**src/rtl/axis_uart_tx_framed.sv**
```systemverilog
// AXI-Stream to UART transmitter with a {last,data} FIFO, optional parity,
// 1/2 stop bits and an idle gap inserted after packet-ending words.
module axis_uart_tx_framed #(
    parameter int unsigned WIDTH     = 8,
    parameter int unsigned DEPTH     = 8,
    parameter int unsigned CLK_RATE  = 50000000,
    parameter int unsigned BAUD      = 115200,
    parameter int unsigned PARITY    = 0,
    parameter int unsigned STOP_BITS = 1,
    parameter int unsigned GAP_BITS  = 0
) (
    input  logic                     clk,
    input  logic                     rst,
    input  logic [WIDTH-1:0]         s_axis_data,
    input  logic                     s_axis_valid,
    input  logic                     s_axis_last,
    output logic                     s_axis_ready,
    output logic                     uart_tx,
    output logic                     tx_busy,
    output logic [$clog2(DEPTH):0]   fifo_level
);

    localparam int unsigned DIV   = CLK_RATE / BAUD;
    localparam int unsigned CNT_W = $clog2(DIV);
    localparam int unsigned AW    = $clog2(DEPTH);
    localparam int unsigned LW    = AW + 1;
    localparam int unsigned BW    = 8;

    typedef enum logic [2:0] {
        S_IDLE, S_START, S_DATA, S_PARITY, S_STOP, S_GAP
    } state_t;

    typedef struct packed {
        logic             last;
        logic [WIDTH-1:0] data;
    } entry_t;

    entry_t             mem [DEPTH];
    entry_t             rd_entry;
    logic [AW-1:0]      wr_ptr;
    logic [AW-1:0]      rd_ptr;
    logic               push;
    logic               pop;

    state_t             state;
    state_t             state_nxt;
    logic [CNT_W-1:0]   timer;
    logic [BW-1:0]      bit_n;
    logic               tick;
    logic [WIDTH-1:0]   shreg;
    logic               last_q;
    logic               par_q;
    logic               line_c;

    // FIFO: ready comes from the registered count, so a full FIFO never writes through
    assign s_axis_ready = !rst && (fifo_level != LW'(DEPTH));
    assign push         = s_axis_valid && s_axis_ready;
    assign pop          = (state == S_IDLE) && (fifo_level != '0);
    assign rd_entry     = mem[rd_ptr];

    always_ff @(posedge clk) begin
        if (rst) begin
            wr_ptr     <= '0;
            rd_ptr     <= '0;
            fifo_level <= '0;
        end else begin
            if (push) wr_ptr <= wr_ptr + AW'(1);
            if (pop)  rd_ptr <= rd_ptr + AW'(1);
            fifo_level <= fifo_level + LW'(push) - LW'(pop);
        end
    end

    always_ff @(posedge clk) begin
        if (push) mem[wr_ptr] <= {s_axis_last, s_axis_data};
    end

    assign tick = (timer == CNT_W'(DIV - 1));

    // State register
    always_ff @(posedge clk) begin
        if (rst) state <= S_IDLE;
        else     state <= state_nxt;
    end

    // Next-state logic; bit_n counts bit-times spent in the current state
    always_comb begin
        state_nxt = state;
        case (state)
            S_IDLE:   if (fifo_level != '0) state_nxt = S_START;
            S_START:  if (tick) state_nxt = S_DATA;
            S_DATA:   if (tick && bit_n == BW'(WIDTH - 1))
                          state_nxt = (PARITY != 0) ? S_PARITY : S_STOP;
            S_PARITY: if (tick) state_nxt = S_STOP;
            S_STOP:   if (tick && bit_n == BW'(STOP_BITS - 1))
                          state_nxt = (last_q && GAP_BITS != 0) ? S_GAP : S_IDLE;
            S_GAP:    if (tick && bit_n == BW'(GAP_BITS - 1)) state_nxt = S_IDLE;
            default:  state_nxt = S_IDLE;
        endcase
    end

    // Bit timer, bit counter and character shift register
    always_ff @(posedge clk) begin
        if (rst) begin
            timer  <= '0;
            bit_n  <= '0;
            shreg  <= '0;
            last_q <= 1'b0;
            par_q  <= 1'b0;
        end else begin
            if (state == S_IDLE || tick) timer <= '0;
            else                         timer <= timer + CNT_W'(1);

            if (state_nxt != state) bit_n <= '0;
            else if (tick)          bit_n <= bit_n + BW'(1);

            if (pop) begin
                shreg  <= rd_entry.data;
                last_q <= rd_entry.last;
                par_q  <= (PARITY == 1) ? ~^rd_entry.data : ^rd_entry.data;
            end else if (state == S_DATA && tick) begin
                shreg <= shreg >> 1;
            end
        end
    end

    // Output decode for the current state
    always_comb begin
        line_c = 1'b1;
        case (state)
            S_START:  line_c = 1'b0;
            S_DATA:   line_c = shreg[0];
            S_PARITY: line_c = par_q;
            default:  line_c = 1'b1;
        endcase
    end

    // Registered line and busy flag
    always_ff @(posedge clk) begin
        if (rst) begin
            uart_tx <= 1'b1;
            tx_busy <= 1'b0;
        end else begin
            uart_tx <= line_c;
            tx_busy <= (state_nxt != S_IDLE);
        end
    end

endmodule

```
**config.mk**
```make
export PLATFORM = sky130hd
export DESIGN_NAME = axis_uart_tx_framed
export DESIGN_NICKNAME = d
export VERILOG_FILES = /design/src/rtl/axis_uart_tx_framed.sv
export SDC_FILE = /design/constraint.sdc
export NUM_CORES = 1
export LEC_CHECK = 0
export BUFFER_PORTS_ARGS = -buffer_cell sky130_fd_sc_hd__clkbuf_2
export CAP_MARGIN = 25
export CORE_ASPECT_RATIO = 1.75
export CORE_MARGIN = 2
export CORE_UTILIZATION = 55
export DETAILED_ROUTE_END_ITERATION = 12
export GPL_ROUTABILITY_DRIVEN = 0
export PLACE_DENSITY = 0.75
export SYNTH_ARGS = -nofsm -noshare
export SYNTH_HDL_FRONTEND = slang
export SYNTH_SLANG_ARGS = --single-unit
export TNS_END_PERCENT = 5
```
**constraint.sdc**
```tcl
create_clock -name clk -period 2.8 [get_ports clk]
set_clock_uncertainty 0.15 [all_clocks]
set_input_delay 0.28 -clock clk [delete_from_list [all_inputs] [get_ports clk]]
set_output_delay 0.28 -clock clk [all_outputs]
set_load 0.005 [all_outputs]
```
; Yosys cells after proc, flatten, opt, wreduce, memory -nomap -nowiden
; Memory sizes are Yosys's and may differ from the RTL's. A register that Yosys moved wholly into a read port is not among the register bits.
; Cells that the tools add are included.
[classes]
shift = 0
addsub = 6
magnitude_cmp = 0
div = 0
n_reduce_logical = 17
bitwise_logic = 0
muxes = 14
eq_ne = 10
multipliers = 0
[op_table]
columns = operator, n
row1 = $mux 3, 8
row2 = $pmux 3 s6, 1
row3 = $mux 8, 2
row4 = $add 9x1->9 const B, 1
row5 = $eq 9x9->1 const B, 1
row6 = $add 8x1->8 const B, 1
row7 = $eq 8x3->1 const B, 1
row8 = $eq 8x8->1 const B, 1
row9 = $logic_not 8->1, 1
row10 = $reduce_xor 8->1, 1
row11 = $logic_and 1x1->1, 7
row12 = $add 3x1->3 const B, 2
row13 = $eq 3x2->1 const B, 2
row14 = $eq 3x3->1 const B, 2
row15 = $add 4x1->4, 1
row16 = $ne 4x4->1 const B, 1
row17 = $reduce_bool 4->1, 1
row18 = $reduce_or 2->1, 2
row19 = $sub 4x1->4, 1
row20 = $eq 3x1->1 const B, 1
row21 = $logic_not 3->1, 1
row22 = $ne 3x3->1, 1
row23 = $pmux 1 s3, 1
row24 = $reduce_bool 3->1, 1
row25 = other kinds (4), 5
[word_totals]
mem_bits_rw = 72
ff_bits = 41
romBits = 0
input_bits = 12
out_inout_bits = 7
latch_bits = 0
word_cells = 58
memories = 1
[memory_table]
columns = name, words, width, read_ports, rd_ports_with_merged_regs, wr, line_no
row1 = mem, 8, 9, 1, 1, 1, 38  ; entry_t mem [DEPTH];

; Logic depth before layout (Yosys ltp)
; Gate-level depths: netlist of run 1.
[logic_depth]
word_depth = 6
ltp_mapped = 12

; Worst setup path after synthesis of run 1
; OpenSTA, ideal clock, no wires.
[synth_timing]
path_kind = register to register
startpoint = register state[0]
endpoint = register fifo_level[2]
required_ns = 2.522
t_arrival_ns = 2.398
n_path_buf = 2
path_slack_ns = 0.124
setup_time_ns = 0.128
path_stages_with_launch = 12
synth_period_minus_slack_ns = 2.676
cell_sequence = dfxtp_1 -> clkbuf_1 -> or3_1 -> a21oi_1 -> buf_2 -> ha_1 -> inv_1 -> ha_1 -> inv_1 -> fa_1 -> xor2_1 -> nor2_1
[synth_via]
elab_chain_cells = 3
[synth_lines]
columns = element, line_no
row1 = from (decl), 45  ; state_t state;
row2 = from (signal assigned), 82  ; else state <= state_nxt;
row3 = $logic_not 3->1, 58  ; assign pop = (state == S_IDLE) && (fifo_level != '0);
row4 = $logic_and 1x1->1, 58
row5 = via pop, 43  ; logic pop;
row6 = $sub 4x1->4, 69  ; fifo_level <= fifo_level + LW'(push) - LW'(pop);
row7 = to (signal assigned), 69
row8 = to (decl), 20  ; output logic [$clog2(DEPTH):0] fifo_level
; The timed path passes the listed nets, and every way through them passes these cells.
; A chain may end at the register's enable or synchronous reset.

; Worst setup path in the final report of run 1
[layout_timing]
startpoint = register timer[0]
endpoint = register tx_busy
[layout_via]
elab_chain_cells = 5
[layout_lines]
columns = element, line_no
row1 = from (decl), 47  ; logic [CNT_W-1:0] timer;
row2 = from (signal assigned), 111  ; else timer <= timer + CNT_W'(1);
row3 = $eq 9x9->1 (*), 77  ; assign tick = (timer == CNT_W'(DIV - 1));
row4 = $logic_and 1x1->1 (on tied branches), "96, 91, 94"
row5 = $mux 3 (on tied branches), "96, 91, 94"
row6 = $pmux 3 s6 (*), 88  ; case (state)
row7 = $reduce_bool 3->1 (*), 144  ; tx_busy <= (state_nxt != S_IDLE);
row8 = to (signal assigned), 144
row9 = to (decl), 19  ; output logic tx_busy,
; Every way passes the cells marked *; elsewhere a longest branch is shown, timed or not.

==> results of run 1 <==
worst max path at each step:
| stage | to | slack (ns) | cells past startpoint |
|---|---|---|---|
| final | tx_busy | 0.24 | 7 |
| after global placement | tx_busy | 0.33 | 7 |
| after detailed placement | tx_busy | 0.28 | 7 |
| after floorplan | fifo_level[2] | 0.12 | 11 |
| after CTS | tx_busy | 0.23 | 7 |
| after global routing | bit_n[4] | 0.06 | 7 |
worst max-delay path, cell delays in order, from the launching register on:
cell and delay (ns):
dfxtp_1 0.40, ha_1 0.18, nand4_1 0.13, or4_4 0.55
o311a_1 0.43, a311oi_2 0.31, nand3_1 0.12, o21ba_1 0.19
logic make-up (layout without fill, tap and decap cells):
group	count (synthesis)	after routing
flip-flops	108	108
AO/OA/AOI/OAI	38	38
adder cells (fa/ha/maj)	13	13
XOR/XNOR	23	23
AND/OR/NAND/NOR	101	101
buffers and inverters	25	61
multiplexers	27	27
power groups by stage:
stage                     combinational [W]  sequential, W  clock (W)
final                               0.00139        0.00194    0.00129
after global routing                0.00154        0.00195    0.00138
after CTS                           0.00141        0.00194    0.00131
after detailed placement            0.00140        0.00197          0
after global placement              0.00136        0.00196          0
after floorplan                     0.00113        0.00194          0
routing by layer:
metal	wire, µm	part of all wire, %
met1	3110	40
met2	4420	56
met3	214	2.7
met4	112	1.4
met5	0	0
through the flow:
stage	power [W]	instances
after floorplan	0.00307	335
after global placement	0.00331	447
after detailed placement	0.00337	447
after CTS	0.00466	463
after global routing	0.00487	463
final	0.00462	463
area by class of cell:
cell class	instances	area [µm²]
fillers	589	3040
flip-flops and latches	108	2800
multi-input cells	202	1670
clock buffers	9	225
repair buffers	34	225
well taps	92	115
clock inverters	7	82.6
inverters	11	41.3
state kept, by name, indices dropped and copies added, names as in the netlist, named ones only:
| register | count |
|---|---|
| fifo_level | 4 |
| state | 3 |
| shreg | 8 |
| tx_busy | 1 |
| wr_ptr | 3 |
| rd_ptr | 3 |
| timer | 9 |
| bit_n | 8 |
| uart_tx | 1 |
| mem | 64 |
| par_q | 1 |
layout by cell type (no fill, tap or decap), types with 5 or more instances in the layout:
cell | Yosys | final
nor2b_1 | 5 | 5
edfxtp_1 | 64 | 64
buf_4 | 0 | 16
clkbuf_16 | 0 | 9
nand2_1 | 16 | 16
dfxtp_1 | 44 | 44
nor3_1 | 5 | 5
nand3_1 | 8 | 8
xor2_1 | 9 | 9
xnor2_1 | 12 | 12
inv_1 | 11 | 11
nor2_1 | 45 | 45
ha_1 | 12 | 12
a21oi_1 | 16 | 15
a211oi_1 | 6 | 6
clkbuf_2 | 0 | 17
mux4_2 | 16 | 16
==> impl_metrics.json, run 1 <==
{
  "fin_util_pct": 62.9,
  "fmax_mhz": 390,
  "yosysTopAreaCellShare_pct": 41.9,
  "first_pass_iters": 4,
  "synth_xor_xnor_area_share_pct": 4.86,
  "clkSinkCount": 108,
  "synth_area_leaders": "edfxtp_1 42%, dfxtp_1 19%, mux4_2 7.9%",
  "critPathMaxFanout": 13,
  "r2r_slack_ns": 0.24,
  "setup_tns_ns": 0,
  "final_nets": 391,
  "antennaDiodeCount": 0,
  "hp-start": "s_axis_data[0]",
  "setup_viol": 0,
  "ys_ff_latch": 108,
  "rr_endpoint": "tx_busy",
  "startpoint": "timer[0]",
  "syn_inst": 335,
  "cts_root_buf": "clkbuf_16",
  "fin_hold_ws_ns": 0.0498,
  "p_per_area_mw_per_mm2": 895,
  "die_h_um": 125,
  "grt_overflow_total": 0,
  "top_usage_layer": "met2",
  "ys.warnings.count": 0,
  "placed_area_mm2": 0.00485,
  "grt_start_max_net_pins": 28,
  "clkSlewWorstSetupHoldPaths_ns": 0.07,
  "fp.dieW_um": 73.0,
  "outcome": "complete, no violations",
  "finalCritPeriodShare_pct": 91.6,
  "synth-simple-area-share_pct": 10.8,
  "core-area_mm2": 0.00820,
  "yosysUniqueCellTypes": 51,
  "routed_via_density": 5.69,
  "finalWorstSetupSlack_ns": 0.236,
  "worst-setup-path-type": "reg2reg",
  "hpwlAfterDp_um": 5410,
  "pwr-share-clk_pct": 28.0,
  "hold_viol_final": 0,
  "reg2regPathDepth": 7,
  "synth_top_family_by_area": "multiplexers",
  "seqPwrFrac_pct": 41.9,
  "fp-row-count": 44,
  "postRouteAntennaNets": 0,
  "synthTopCellsByCount": "64 x edfxtp_1, 45 x nor2_1, 44 x dfxtp_1",
  "syn-num-nets": 360,
  "cts_tree": "done",
  "min_path_cells": 1,
  "syn_to_final_growth_pct": 12.5,
  "h-tree-depth": 3,
  "synth_top_cell_by_area": "edfxtp_1",
  "grt_pass1_vias": 2678,
  "synth-edff-count": 64,
  "drive_above_1_share_pct": 21.6,
  "hold_class": "in2reg",
  "seq_area_frac_synth_pct": 61.1,
  "leakage_nw": 1.77,
  "critPathCaptureType": "flip-flop",
  "yosysMostFrequentCell": "edfxtp_1",
  "grt.met3_usage_pct": 4.13,
  "post_cts_buffers": 0,
  "hold_buffers": 0,
  "vias": 2633,
  "synth_compound_gate_area_share_pct": 5.59,
  "ir_drop_mv": 0.577,
  "use_met2_pct": 33.8,
  "slew_headroom_pct": 45.2,
  "initial_core_util_pct": 55.9,
  "wire_per_inst_um": 17.0,
  "ys.flop_type": "edfxtp_1",
  "cp.required_ns": 2.89,
  "fin_crit_ns": 2.56,
  "drv_slew": 0,
  "worst_skew_pair.late_latency_ns": 0.35,
  "worstPathArrival_ns": 2.66,
  "ys_async_sr_fraction_pct": 0,
  "met1_usage_pct": 21.7,
  "worst_r2r_startpoint": "timer[0]",
  "track_usage_pct": 19.0,
  "drv_cap": 0,
  "numPortBuffers": 17,
  "synth-adder-area-share_pct": 3.71,
  "wirelength_um": 7860,
  "syn_area_per_cell_um2": 13.7,
  "design.die.area_mm2": 0.00912,
  "drc_errors": 0,
  "pre_cts_slack_ns": 0.281,
  "p_switching_w": 0.00139,
  "whs_endpoint": "mem[3][0]",
  "clockBufferDepth": 2,
  "rsz0062_at_grt": "no",
  "combPwrFrac_pct": 30.1,
  "synth_area_mm2": 0.00459,
  "grt_pass1_wl_um": 13000,
  "startpoint_type": "flip-flop",
  "ioPinCount": 19,
  "cts_made_buffers": 9,
  "cts_resized": 0,
  "intPower_w": 0.00323,
  "tightest_slew_ns": 0.821,
  "drtIter0Drc": 103,
  "antenna_found_initial": 0,
  "final_area_mm2": 0.00516,
  "synthMuxAreaShare_pct": 11.3,
  "switching_share_pct": 30.0
}
(Power assumes the default switching activity.)
==> run 2: changes to the inputs <==
--- a/config.mk
+++ b/config.mk
@@ -9,10 +9,9 @@
 export CAP_MARGIN = 25
 export CORE_ASPECT_RATIO = 1.75
 export CORE_MARGIN = 2
-export CORE_UTILIZATION = 55
+export CORE_UTILIZATION = 25
 export DETAILED_ROUTE_END_ITERATION = 12
 export GPL_ROUTABILITY_DRIVEN = 0
-export PLACE_DENSITY = 0.75
 export SYNTH_ARGS = -nofsm -noshare
 export SYNTH_HDL_FRONTEND = slang
 export SYNTH_SLANG_ARGS = --single-unit
==> run 2 against run 1 <==
Sequential power is essentially flat. Critical endpoint is now bit_n[1]. Clock power shrank 5%. Sequential share of layout area shrank 1.5 points. Highest routed layer unchanged. Worst hold slack gained 0.012 ns. Critical path depth is the same. Final area grew 2.8%. Via count shrank 0.38%. Combinational power shrank 3%. Die area grew 110%. First-iteration DRC count grew 19%. Utilization shrank 33 points. Total power shrank 1.6%.
==> impl_metrics.json, run 2 (synthesis gave the netlist of run 1 again) <==
{
  "outcome": "complete, no violations",
  "fmax_mhz": 392,
  "hold_viol_final": 0,
  "final_nets": 389,
  "startpoint_type": "flip-flop",
  "syn_to_final_growth_pct": 15.6,
  "fp.dieW_um": 106,
  "track_usage_pct": 9.27,
  "clkSinkCount": 108,
  "wire_per_inst_um": 13.9,
  "fp-row-count": 65,
  "drive_above_1_share_pct": 21.1,
  "die_h_um": 183,
  "met1Wirelength_um": 3260,
  "antenna_found_initial": 0,
  "met2_wirelength_um": 4710,
  "hold_class": "in2reg",
  "top_layer_used": "met4",
  "cp.required_ns": 2.89,
  "mostFrequentLayoutCell": "edfxtp_1",
  "grt_pass1_wl_um": 14000,
  "cts_tree": "done",
  "initial_core_util_pct": 25.5,
  "critPathMaxFanout": 13,
  "leakage_nw": 1.76,
  "drv_cap": 0,
  "grt_overflow_total": 0,
  "cts_root_buf": "clkbuf_16",
  "drc_errors": 0,
  "ir_drop_mv": 0.335,
  "largest_register": "mem",
  "worstPathArrival_ns": 2.64,
  "final_area_mm2": 0.00530,
  "mostFrequentLayoutCells": "64 x edfxtp_1, 45 x nor2_1, 44 x dfxtp_1, 17 x clkbuf_2",
  "vias": 2623,
  "post_cts_buffers": 0,
  "critPathCaptureType": "flip-flop",
  "clockBufferDepth": 2,
  "worst_skew_pair.late_latency_ns": 0.35,
  "numPortBuffers": 17,
  "placed_area_mm2": 0.00501,
  "postRouteAntennaNets": 0,
  "p_per_area_mw_per_mm2": 856,
  "worst-setup-path-type": "reg2reg",
  "largest_register_ffs": 64,
  "ioPinCount": 19,
  "h-tree-depth": 3,
  "design.die.area_mm2": 0.0195,
  "fin_crit_ns": 2.55,
  "wirelength_um": 8370,
  "setup_viol": 0,
  "core-area_mm2": 0.0180,
  "hpwlAfterDp_um": 5900,
  "first_pass_iters": 4,
  "tightest_slew_ns": 0.770,
  "grt_pass1_vias": 2805,
  "cts_resized": 0,
  "antennaDiodeCount": 0,
  "clkSlewWorstSetupHoldPaths_ns": 0.08,
  "rsz0062_at_grt": "no",
  "routed_via_density": 4.35,
  "hold_buffers": 0,
  "setup_tns_ns": 0,
  "drv_slew": 0,
  "cts_made_buffers": 9,
  "biggestRegsByFlops": "mem: 64 flops, timer: 9 flops",
  "grt_start_max_net_pins": 28,
  "finalCritPeriodShare_pct": 91.1,
  "slew_headroom_pct": 48.7,
  "drtIter0Drc": 123,
  "wl_met3_um": 245
}
[run 2: cell types whose count changed in the layout (fill, tap and decap cells not counted)]
cell,change
clkinvlp_4,-2
clkinv_8,+1
clkinvlp_2,+1
bufinv_16,-1
inv_8,-1
inv_6,+2
buf_4,-2
[run 2: layout make-up]
| class | count | area, µm² |
|---|---|---|
| clock buffers | 9 | 225 |
| repair buffers | 32 | 210 |
| flip-flops and latches | 108 | 2800 |
| inverters | 11 | 41.3 |
| multi-input cells | 202 | 1670 |
| clock inverters | 7 | 65.1 |
| well taps | 234 | 293 |
| fillers | 1794 | 12700 |
[run 2: path summary, 6_finish.rpt]
kind	end	slack [ns]	start	cells after the start
setup reg to reg	bit_n[1]	0.25	timer[0]	7
hold / removal	mem[7][4]	0.06	s_axis_data[4]	1
setup / recovery	bit_n[1]	0.25	timer[0]	7
hold reg to reg	shreg[0]	0.32	shreg[0]	2
[run 2: power by group]
part | total, W | internal [W] | switching (W)
clock network | 0.00123 | 0.000623 | 0.000604
registers | 0.00197 | 0.00184 | 0.000125
logic | 0.00135 | 0.000677 | 0.000670
[run 2: worst max-delay path, stage by stage, from the launching register on]
cell     delay [ns]
dfxtp_1        0.40
ha_1           0.18
nand4_1        0.12
or4_4          0.54
o311a_1        0.43
a31oi_1        0.27
a21o_2         0.28
a21oi_1        0.07
[run 2: per-layer routing]
metal	up-vias	GRT usage (%)
met5	-	0
met4	0	3.79
met3	10	2.27
met2	29	17.5
met1	1305	9.65
li1	1279	-
[run 2: stage by stage]
| stage | hold WS, ns | utilization [%] | std cells | setup slack (ns) | total power, W |
|---|---|---|---|---|---|
| finish | 0.0613 | 29.5 | 603 | 0.250 | 0.00454 |
| floorplan | 0.229 | - | 335 | 0.124 | 0.00307 |
| global placement | 0.295 | 27.9 | 587 | 0.324 | 0.00332 |
| CTS | 0.0561 | 29.5 | 603 | 0.236 | 0.00462 |
| detailed placement | 0.317 | 27.9 | 587 | 0.252 | 0.00338 |
| global route | 0.0584 | 29.5 | 603 | 0.0466 | 0.00483 |
==> run 3: changes to the inputs <==
--- a/config.mk
+++ b/config.mk
@@ -5,6 +5,7 @@
 export SDC_FILE = /design/constraint.sdc
 export NUM_CORES = 1
 export LEC_CHECK = 0
+export ABC_AREA = 1
 export BUFFER_PORTS_ARGS = -buffer_cell sky130_fd_sc_hd__clkbuf_2
 export CAP_MARGIN = 25
 export CORE_ASPECT_RATIO = 1.75
==> run 3 against run 2 <==
The flow now finishes with violations (design-rule violations). Final area rose by 12%. Count of clock-buffer cells in the layout is 3 higher. Combinational power rose by 49%. Die area up 13%. Via count rose by 49%. Sequential cell count is the same. First-iteration DRC count rose by 52%. Clock power is 16% higher. Highest routed layer unchanged.
==> impl_metrics.json, run 3 <==
{
  "outcome": "complete, but fails checks",
  "synth_area_leaders": "edfxtp_1 37%, dfxtp_1 17%, nand2_1 14%",
  "whs_endpoint": "mem[5][0]",
  "final_cells": 894,
  "placed_area_mm2": 0.00563,
  "syn_inst": 615,
  "worst-setup-path-type": "reg2reg",
  "yosysTopAreaCellShare_pct": 36.9,
  "ys.warnings.count": 0,
  "vias": 3898,
  "wirelength_um": 11300,
  "synth-simple-area-share_pct": 27.3,
  "ir_drop_mv": 0.325,
  "post_cts_buffers": 0,
  "cts_made_buffers": 9,
  "finalCritPeriodShare_pct": 85.9,
  "grt.met3_usage_pct": 2.15,
  "critPathCaptureType": "flip-flop",
  "yosysUniqueCellTypes": 39,
  "synth_top_cell_by_area": "edfxtp_1",
  "drv_cap": 0,
  "synth_compound_gate_area_share_pct": 5.05,
  "worst_skew_pair.late_latency_ns": 0.35,
  "hpwlAfterDp_um": 8160,
  "worst_r2r_startpoint": "fifo_level[2]",
  "largest_register": "mem",
  "cts_root_buf": "clkbuf_16",
  "cp.required_ns": 2.89,
  "ys.flop_type": "edfxtp_1",
  "synth_top_family_by_area": "simple AND/OR/NAND/NOR gates",
  "fp.dieW_um": 113,
  "drv_slew": 0,
  "core-area_mm2": 0.0204,
  "wire_per_inst_um": 12.6,
  "largest_register_ffs": 64,
  "seq_area_frac_synth_pct": 53.9,
  "top_usage_layer": "met2",
  "clockBufferDepth": 2,
  "fp-row-count": 69,
  "hp-start": "s_axis_data[0]",
  "fin_hold_ws_ns": 0.0489,
  "first_pass_iters": 8,
  "leakage_nw": 2.56,
  "met1_usage_pct": 10.9,
  "yosysMostFrequentCell": "nand2_1",
  "clkSlewWorstSetupHoldPaths_ns": 0.07,
  "final_area_mm2": 0.00596,
  "rsz0062_at_grt": "no",
  "clkSinkCount": 108,
  "pre_cts_slack_ns": 0.350,
  "rr_endpoint": "fifo_level[2]",
  "reg2regPathDepth": 11,
  "worstPathArrival_ns": 2.50,
  "grt_pass1_wl_um": 18800,
  "synthTopCellsByCount": "199 x nand2_1, 92 x inv_1, 64 x edfxtp_1",
  "drtIter0Drc": 187,
  "h-tree-depth": 3,
  "r2r_slack_ns": 0.39,
  "setup_viol": 0,
  "critPathMaxFanout": 6,
  "grt_pass1_vias": 3914,
  "synth_xor_xnor_area_share_pct": 1.51,
  "routed_via_density": 4.36,
  "cts_resized": 0,
  "track_usage_pct": 10.9,
  "use_met2_pct": 20.8,
  "drc_errors": 1,
  "slew_headroom_pct": 48.1,
  "syn_to_final_growth_pct": 14.5,
  "violations": "design-rule violations",
  "ioPinCount": 19,
  "hold_viol_final": 0,
  "multiInputGateArea_mm2": 0.00193,
  "cts_tree": "done",
  "postRouteAntennaNets": 0,
  "antenna_found_initial": 0,
  "synthMuxAreaShare_pct": 0,
  "mostFrequentLayoutCell": "nand2_1",
  "hold_buffers": 0,
  "startpoint_type": "flip-flop",
  "finalWorstSetupSlack_ns": 0.394,
  "initial_core_util_pct": 25.5,
  "drive_above_1_share_pct": 11.9,
  "ys_ff_latch": 108,
  "syn_area_per_cell_um2": 8.46,
  "n_fill_cell": 2169,
  "biggestRegsByFlops": "mem: 64 flops, timer: 9 flops",
  "hold_class": "in2reg",
  "fin_crit_ns": 2.41,
  "grt_start_max_net_pins": 21,
  "min_path_cells": 1,
  "grt_overflow_total": 0,
  "design.die.area_mm2": 0.0220,
  "ys_async_sr_fraction_pct": 0,
  "fmax_mhz": 416,
  "mostFrequentLayoutCells": "199 x nand2_1, 92 x inv_1, 64 x edfxtp_1, 49 x nand3_1, 44 x dfxtp_1",
  "antennaDiodeCount": 0,
  "synth-edff-count": 64,
  "setup_tns_ns": 0,
  "numPortBuffers": 17,
  "tightest_slew_ns": 0.775,
  "die_h_um": 195,
  "p_per_area_mw_per_mm2": 907,
  "post-place-cells": 878,
  "synth_area_mm2": 0.00520,
  "final_nets": 666,
  "syn-num-nets": 640,
  "synth-adder-area-share_pct": 3.27,
  "regArea_mm2": 0.00280
}
run 3: changes by cell type after synthesis, sizes merged, moves of 5 or more:
cell / previous run / this run
a211oi: 7 / 1
nand3: 8 / 50
o21ai: 4 / 16
clkbuf: 9 / 3
mux4: 16 / 0
nand2: 16 / 204
inv: 11 / 98
xnor2: 13 / 4
mux2i: 8 / 0
nand4: 4 / 10
buf: 5 / 16
nor2b: 5 / 0
run 3: per-stage QoR:
step                      total power, W  util (%)
final                            0.00541      29.3
after global routing             0.00583      29.3
after CTS                        0.00547      29.3
after detailed placement         0.00404      27.6
after global placement           0.00401      27.6
after floorplan                  0.00348         -
run 3: worst max path at each step:
| stage | from | to | slack, ns | cells after the start |
|---|---|---|---|---|
| floorplan | fifo_level[2] | fifo_level[2] | 0.28 | 14 |
| global placement | fifo_level[2] | fifo_level[2] | 0.41 | 11 |
| detailed placement | fifo_level[2] | fifo_level[2] | 0.35 | 11 |
| CTS | fifo_level[2] | fifo_level[2] | 0.34 | 11 |
| global route | fifo_level[2] | fifo_level[3] | 0.14 | 12 |
| finish | fifo_level[2] | fifo_level[2] | 0.39 | 11 |
run 3: cell families (layout without fill, tap and decap cells):
| group | after synthesis | after routing |
|---|---|---|
| buffers and inverters | 117 | 148 |
| AO/OA/AOI/OAI | 47 | 47 |
| flip-flops | 108 | 108 |
| AND/OR/NAND/NOR | 321 | 321 |
| XOR/XNOR | 9 | 9 |
| adder cells (fa/ha/maj) | 13 | 13 |
run 3: area by class of cell:
type | count | area share [%]
Clock buffer | 12 | 3.97
Clock inverter | 4 | 1.64
Inverter | 98 | 6.21
Multi-Input combinational cell | 390 | 32.4
Sequential cell | 108 | 47.0
Tap cell | 248 | 5.21
Timing Repair Buffer | 34 | 3.57
run 3: power by group:
part,switching [W],internal [W]
Combinational,0.00135,0.000662
Clock,0.000556,0.000876
Sequential,0.000117,0.00185
run 3: layer usage:
layer	vias to the layer above	part of all wire, %
li1	2007	-
met4	0	3.2
met1	1811	39
met3	18	3.0
met5	-	0
met2	62	55
run 3: critical path, stage by stage, from the launching register on:
cell     delay (ns)
dfxtp_1        0.33
inv_1          0.08
ha_1           0.19
a31oi_1        0.21
nand2_1        0.20
ha_1           0.34
inv_1          0.05
ha_1           0.13
inv_1          0.06
fa_1           0.37
xor2_1         0.15
nor2_1         0.05
